## src/rtl/imem_loader_pkg.sv

```systemverilog
// imem_loader_pkg: shared types and constants for the instruction-memory loader.
//   state_t        : loader FSM states
//   BYTES_PER_WORD : stream bytes per 32-bit instruction word
//   HDR_BYTES      : bytes in the little-endian word-count header
//   LANE_W         : width of the byte-lane counter
//   accepts_bytes(): states in which the loader takes stream bytes
package imem_loader_pkg;

  typedef enum logic [2:0] {
    IDLE   = 3'd0,
    HDR_LO = 3'd1,
    HDR_HI = 3'd2,
    DATA   = 3'd3,
    CHK    = 3'd4,
    RUN    = 3'd5,
    ERR    = 3'd6
  } state_t;

  localparam int BYTES_PER_WORD = 4;
  localparam int HDR_BYTES      = 2;
  localparam int LANE_W         = $clog2(BYTES_PER_WORD);

  function automatic logic accepts_bytes(input state_t s);
    return (s == HDR_LO) || (s == HDR_HI) || (s == DATA) || (s == CHK);
  endfunction

endpackage

```

## src/rtl/imem_loader_word_assembler.sv

```systemverilog
// word_assembler: packs little-endian stream bytes into instruction words.
//   clk, reset : clock and asynchronous active-low reset
//   data_xfer  : a data byte is transferred this cycle
//   byte_data  : the transferred byte
//   lane       : index of the next byte within the current word
//   we         : one-cycle write strobe, the cycle after the last byte of a word
//   wdata      : assembled word, valid while we is high (held afterwards)
module word_assembler
  import imem_loader_pkg::*;
#(
  parameter int datasize = 32
) (
  input  logic                clk,
  input  logic                reset,
  input  logic                data_xfer,
  input  logic [7:0]          byte_data,
  output logic [LANE_W-1:0]   lane,
  output logic                we,
  output logic [datasize-1:0] wdata
);

  localparam logic [LANE_W-1:0] LAST_LANE = LANE_W'(BYTES_PER_WORD - 1);

  logic [LANE_W-1:0]   lane_q,  lane_d;
  logic [datasize-9:0] shift_q, shift_d;
  logic                we_q,    we_d;
  logic [datasize-1:0] wdata_q, wdata_d;

  // NOTE: every next-state signal gets a default before any branch; a path
  // that leaves one unassigned would make always_comb infer a latch.
  always_comb begin
    lane_d  = lane_q;
    shift_d = shift_q;
    we_d    = 1'b0;
    wdata_d = wdata_q;
    if (data_xfer) begin
      if (lane_q == LAST_LANE) begin
        wdata_d = {byte_data, shift_q};
        we_d    = 1'b1;
        lane_d  = '0;
      end else begin
        // Bytes enter at the top and slide down, so byte0 ends at bits 7:0.
        shift_d = {byte_data, shift_q[datasize-9:8]};
        lane_d  = lane_q + LANE_W'(1);
      end
    end
  end

  // NOTE: state registers use non-blocking assignments so every flop samples
  // its pre-edge inputs regardless of process ordering.
  always_ff @(posedge clk or negedge reset) begin
    if (!reset) begin
      lane_q  <= '0;
      shift_q <= '0;
      we_q    <= 1'b0;
      wdata_q <= '0;
    end else begin
      lane_q  <= lane_d;
      shift_q <= shift_d;
      we_q    <= we_d;
      wdata_q <= wdata_d;
    end
  end

  assign lane  = lane_q;
  assign we    = we_q;
  assign wdata = wdata_q;

endmodule

```

## src/rtl/imem_loader.sv

```systemverilog
// imem_loader: boot-time loader that streams an instruction image into
// instruction memory and releases the core once the checksum matches.
//   clk, reset  : clock and asynchronous active-low reset
//   byte_valid  : source offers byte_data this cycle
//   byte_data   : stream byte (count lo/hi, 4*N data bytes, XOR checksum)
//   byte_ready  : loader accepts a byte this cycle
//   imem_we     : one-cycle instruction-memory write strobe
//   imem_addr   : word address of the write
//   imem_wdata  : word being written
//   core_reset  : active-low core reset, released after a verified load
//   load_done   : image loaded and checksum matched (sticky)
//   load_error  : oversize image or checksum mismatch (sticky)
//   word_count  : words written so far
module imem_loader
  import imem_loader_pkg::*;
#(
  parameter int ADDR_W   = 8,
  parameter int datasize = 32
) (
  input  logic                clk,
  input  logic                reset,
  input  logic                byte_valid,
  input  logic [7:0]          byte_data,
  output logic                byte_ready,
  output logic                imem_we,
  output logic [ADDR_W-1:0]   imem_addr,
  output logic [datasize-1:0] imem_wdata,
  output logic                core_reset,
  output logic                load_done,
  output logic                load_error,
  output logic [ADDR_W:0]     word_count
);

  localparam logic [16:0] CAPACITY = 17'(1) << ADDR_W;

  state_t          state_q,      state_d;
  logic [15:0]     count_q,      count_d;
  logic [7:0]      chk_q,        chk_d;
  logic [ADDR_W:0] wr_idx_q,     wr_idx_d;
  logic            byte_ready_q, byte_ready_d;
  logic            core_reset_q, core_reset_d;
  logic            load_done_q,  load_done_d;
  logic            load_error_q, load_error_d;

  logic              xfer;
  logic              data_xfer;
  logic [15:0]       n_hdr;
  logic [LANE_W-1:0] lane;

  assign xfer      = byte_valid && byte_ready_q;
  assign data_xfer = xfer && (state_q == DATA);
  assign n_hdr     = {byte_data, count_q[7:0]};

  word_assembler #(.datasize(datasize)) u_asm (
    .clk       (clk),
    .reset     (reset),
    .data_xfer (data_xfer),
    .byte_data (byte_data),
    .lane      (lane),
    .we        (imem_we),
    .wdata     (imem_wdata)
  );

  always_comb begin
    state_d  = state_q;
    count_d  = count_q;
    chk_d    = chk_q;
    unique case (state_q)
      IDLE:   state_d = HDR_LO;
      HDR_LO: if (xfer) begin
        count_d[7:0] = byte_data;
        state_d      = HDR_HI;
      end
      HDR_HI: if (xfer) begin
        count_d[15:8] = byte_data;
        if ({1'b0, n_hdr} > CAPACITY) state_d = ERR;
        else if (n_hdr == 16'd0)      state_d = CHK;
        else                          state_d = DATA;
      end
      DATA: if (xfer) begin
        chk_d = chk_q ^ byte_data;
        // Byte-3 transfers are four cycles apart, so the previous word's write
        // has already advanced wr_idx_q: it indexes the word closing now.
        if (lane == LANE_W'(BYTES_PER_WORD - 1) && 16'(wr_idx_q) + 16'd1 == count_q)
          state_d = CHK;
      end
      CHK: if (xfer) state_d = (byte_data == chk_q) ? RUN : ERR;
      RUN, ERR: state_d = state_q;
      default:  state_d = IDLE;
    endcase

    wr_idx_d = imem_we ? wr_idx_q + (ADDR_W+1)'(1) : wr_idx_q;

    // Looking at state_d drops ready in the cycle right after the final byte;
    // gating on IDLE delays the first rise by one cycle after reset release.
    byte_ready_d = (state_q != IDLE) && accepts_bytes(state_d);
    core_reset_d = (state_d == RUN);
    load_done_d  = (state_d == RUN);
    load_error_d = (state_d == ERR);
  end

  // NOTE: reset clears every register here, datapath included, so a reset
  // mid-load leaves no stale header or checksum. The instruction memory itself
  // lives outside this block and is deliberately not cleared.
  always_ff @(posedge clk or negedge reset) begin
    if (!reset) begin
      state_q      <= IDLE;
      count_q      <= '0;
      chk_q        <= '0;
      wr_idx_q     <= '0;
      byte_ready_q <= 1'b0;
      core_reset_q <= 1'b0;
      load_done_q  <= 1'b0;
      load_error_q <= 1'b0;
    end else begin
      state_q      <= state_d;
      count_q      <= count_d;
      chk_q        <= chk_d;
      wr_idx_q     <= wr_idx_d;
      byte_ready_q <= byte_ready_d;
      core_reset_q <= core_reset_d;
      load_done_q  <= load_done_d;
      load_error_q <= load_error_d;
    end
  end

  assign byte_ready = byte_ready_q;
  assign imem_addr  = wr_idx_q[ADDR_W-1:0];
  assign word_count = wr_idx_q;
  assign core_reset = core_reset_q;
  assign load_done  = load_done_q;
  assign load_error = load_error_q;

endmodule

```

## config.mk

```make
export PLATFORM = sky130hd
export DESIGN_NAME = imem_loader
export DESIGN_NICKNAME = d
export VERILOG_FILES = /design/src/rtl/imem_loader_pkg.sv /design/src/rtl/imem_loader_word_assembler.sv /design/src/rtl/imem_loader.sv
export SDC_FILE = /design/constraint.sdc
export NUM_CORES = 1
export LEC_CHECK = 0
export ABC_AREA = 1
export BUFFER_PORTS_ARGS = -buffer_cell sky130_fd_sc_hd__buf_2
export CAP_MARGIN = 20
export CORE_MARGIN = 2
export CORE_UTILIZATION = 61
export CTS_CLUSTER_SIZE = 14
export DETAILED_ROUTE_END_ITERATION = 8
export PLACE_DENSITY = 0.87
export SLEW_MARGIN = 15
export SYNTH_ARGS = -nofsm -noshare
export SYNTH_HDL_FRONTEND = slang
export SYNTH_SLANG_ARGS = --single-unit
```

## constraint.sdc

```tcl
create_clock -name clk -period 5.5 [get_ports clk]
set_input_delay 0.55 -clock clk [delete_from_list [all_inputs] [get_ports clk]]
set_output_delay 0.55 -clock clk [all_outputs]
set_load 0.02 [all_outputs]
```

==> impl_metrics.py <==
metrics = {
    "outcome": {
        "outcome": "finished clean",
    },
    "sta": {
        "tns_ps": 0,
        "tightestPinTransition_ps": 795,
        "max_freq_ghz": 0.469,
        "final.hold.worst_slack_ps": 135,
        "period_needed_ps": 2130,
        "fin_worst_skew_ps": 11.3,
        "timing_max_transition_violations_final": 0,
        "timing.max_slew.rel_slack": 0.469,
        "report.final.setup_viol": 0,
        "rsz0062_at_grt": "no",
        "timing.final.crit_share": 0.388,
        "finalHoldViolations": 0,
        "post-route-worst-setup-slack_ps": 3370,
    },
    "final_layout": {
        "fillerInstances": 571,
        "seqCellArea_um2": 2450,
        "layout-area-overhead-vs-synth_pct": 11.5,
        "nNetsFinal": 602,
        "antenna_cells": 0,
        "multiInputGateArea_um2": 1650,
        "drive_above_1_share": 0.178,
        "fin_cells": 693,
        "finish.instance_area_um2": 5000,
        "finalCoreUtilization": 0.697,
    },
    "synthesis": {
        "synth_seq_area_share": 0.547,
        "synthesis.nets": 550,
        "netlist_top_cells_count": "172 x nand2_1, 98 x dfrtp_1, 68 x o21ai_0, 59 x inv_1, 29 x nand3_1",
        "postSynthAreaPerCell_um2": 8.35,
        "fraction_of_registers_with_async_set_or_reset_after_synthesis": 1.00,
        "yosysWarnings": 0,
        "post_synth_main_area_contributors": "dfrtp_1 55%, nand2_1 14%, o21ai_0 7.6%, inv_1 4.9%, nand3_1 3.2%",
        "synthMostInstantiatedCell": "nand2_1",
        "synth_seq_cells": 98,
        "synth_top_cell_area_share": 0.547,
        "postSynthCellCount": 537,
        "synth_edf_count": 0,
        "netlist.top_cell.by_area": "dfrtp_1",
        "synth.lib_cells_used.distinct": 29,
        "yosys_most_used_dff": "dfrtp_1",
        "synth.cell_area_um2": 4480,
    },
    "placement": {
        "placement_stage_cell_area_um2": 4800,
        "preCtsSetupSlack_ps": 3260,
        "place.port_buffers": 64,
        "finalWeightedCongestion": 0.973,
        "detailed_place_hpwl_um": 6440,
        "place.detailed.instances": 677,
    },
    "clocking": {
        "cts_max_path_buffers": 2,
        "number_of_buffers_created_by_cts": 9,
        "ctsHoldBuffers": 0,
        "path_clk_slew_ps": 90,
        "postCtsResizedCells": 0,
        "cts_sinks": 98,
        "tritoncts_clock_tree": "built",
        "cts_root_buffer": "clkbuf_8",
        "clk_latency_ps": 360,
        "ctsHtreeMaxLevel": 3,
        "cts_setup_buffers": 0,
    },
    "setup_path": {
        "path_max_fanout": 9,
        "critical_path.reg2reg.startpoint": "word_count[0]$_DFFE_PN0P_",
        "r2r_end": "load_error$_DFF_PN0_",
        "regToRegSetupSlack_ps": 3370,
        "required_ps": 5790,
        "crit_path_end_kind": "flip-flop",
        "crit_start_category": "flip-flop",
        "worst-r2r-cell-count": 10,
        "critPathArrivalTime_ps": 2420,
        "worstSetupPathType": "flip-flop to flip-flop",
    },
    "grt": {
        "antenna_found_initial": 0,
        "first_global_vias": 3442,
        "groute.usage.overall": 0.238,
        "grt_max_degree": 62,
        "first_pass_grt_wire_length_um": 15500,
        "globalRoute.totalOverflow": 0,
    },
    "pwr": {
        "cell_leakage_power_nw": 2.63,
        "fin_total_pwr_mw": 2.32,
        "power_density_nw_per_um2": 463,
        "vdd.ir_drop.worst_v": 0.000249,
    },
    "route": {
        "per_cell_routed_wire_length_um": 13.4,
        "drt_pass1_iterations": 4,
        "route.final.wire_length_um": 9290,
        "drt_drc_violations_left": 0,
        "routed-via-count": 3683,
        "viasPerCell": 5.31,
        "postRouteAntennaNets": 0,
        "number_of_design_rule_violations_left_by_the_first_detailed_router_iteration": 276,
    },
    "floorplanning": {
        "die_w_um": 89.7,
        "design.core.area_um2": 7180,
        "die_height_um": 89.7,
        "design.die.area_um2": 8050,
        "fp-row-count": 31,
        "pin_count": 65,
        "effective_utilization_at_floorplan": 0.625,
    },
    "run": {
        "drv.max_cap_violation_count": 0,
    },
    "hold_path": {
        "min-delay-path-class": "input pin to asynchronous set/reset pin",
    },
}
==> logic make-up after synthesis <==
group                      after synthesis  synth area share
buffers and inverters                   88            0.0854
and+or+nand+nor                        256             0.249
DFF                                     98             0.547
xor gates and xnor gates                10            0.0195
adders and majority gates                2           0.00558
AOI/OAI and AO/OA                       83            0.0940
==> state kept, by name, summed over array words and instances, names as in the netlist, 2 cells and up <==
register	flops
u_asm.wdata	32
u_asm.shift_q	24
count_q	16
word_count	9
chk_q	8
state_q	3
u_asm.lane	2
==> per-layer routing <==
metal,routed length [um],GRT usage,part of all wire
met2,4470,0.381,0.48
met4,185,0.0949,0.020
met1,4050,0.323,0.44
met5,0,0,0
met3,580,0.0486,0.062
==> cell usage in the layout, fill, tap and decap left out, drive strengths merged, types with 2 or more instances in the layout <==
| master | n |
|---|---|
| xor2 | 4 |
| dfrtp | 98 |
| xnor2 | 6 |
| inv | 67 |
| nand3 | 33 |
| nor2 | 32 |
| nand4 | 9 |
| ha | 2 |
| clkbuf | 9 |
| a21oi | 2 |
| o21ai | 79 |
| clkinv | 2 |
| nand2 | 177 |
| buf | 66 |
==> worst max path at each step <==
stage                                    startpoint                           to  slack (ps)
after floorplan           word_count[0]$_DFFE_PN0P_         load_error$_DFF_PN0_        3550
after global placement                   byte_valid         byte_ready$_DFF_PN0_        3380
after detailed placement                 byte_valid  u_asm.wdata[10]$_DFFE_PN0P_        3260
after CTS                 word_count[0]$_DFFE_PN0P_         load_error$_DFF_PN0_        3370
after global routing      word_count[0]$_DFFE_PN0P_         load_error$_DFF_PN0_        3190
final                     word_count[0]$_DFFE_PN0P_         load_error$_DFF_PN0_        3370
==> where the power goes <==
part | internal [mW] | switching [mW]
logic | 0.256 | 0.482
registers | 0.951 | 0.153
clock network | 0.215 | 0.258
total | 1.42 | 0.892
==> critical path, stage by stage, from the launching register on <==
cell and delay (ps):
dfrtp_1 550, ha_1 310, nand2_1 140, nand2_1 150
xor2_1 220, nand3_1 120, nor2_2 130, nand4_1 120
nand2_1 100, nand2_1 80, nor3b_2 150
==> final cells by class <==
cell class,instances,area share
flip-flops and latches,98,0.491
multi-input cells,351,0.330
repair buffers,66,0.0676
inverters,63,0.0473
clock buffers,9,0.0248
well taps,99,0.0248
clock inverters,7,0.0150
Power figures use the tool's default switching activity.
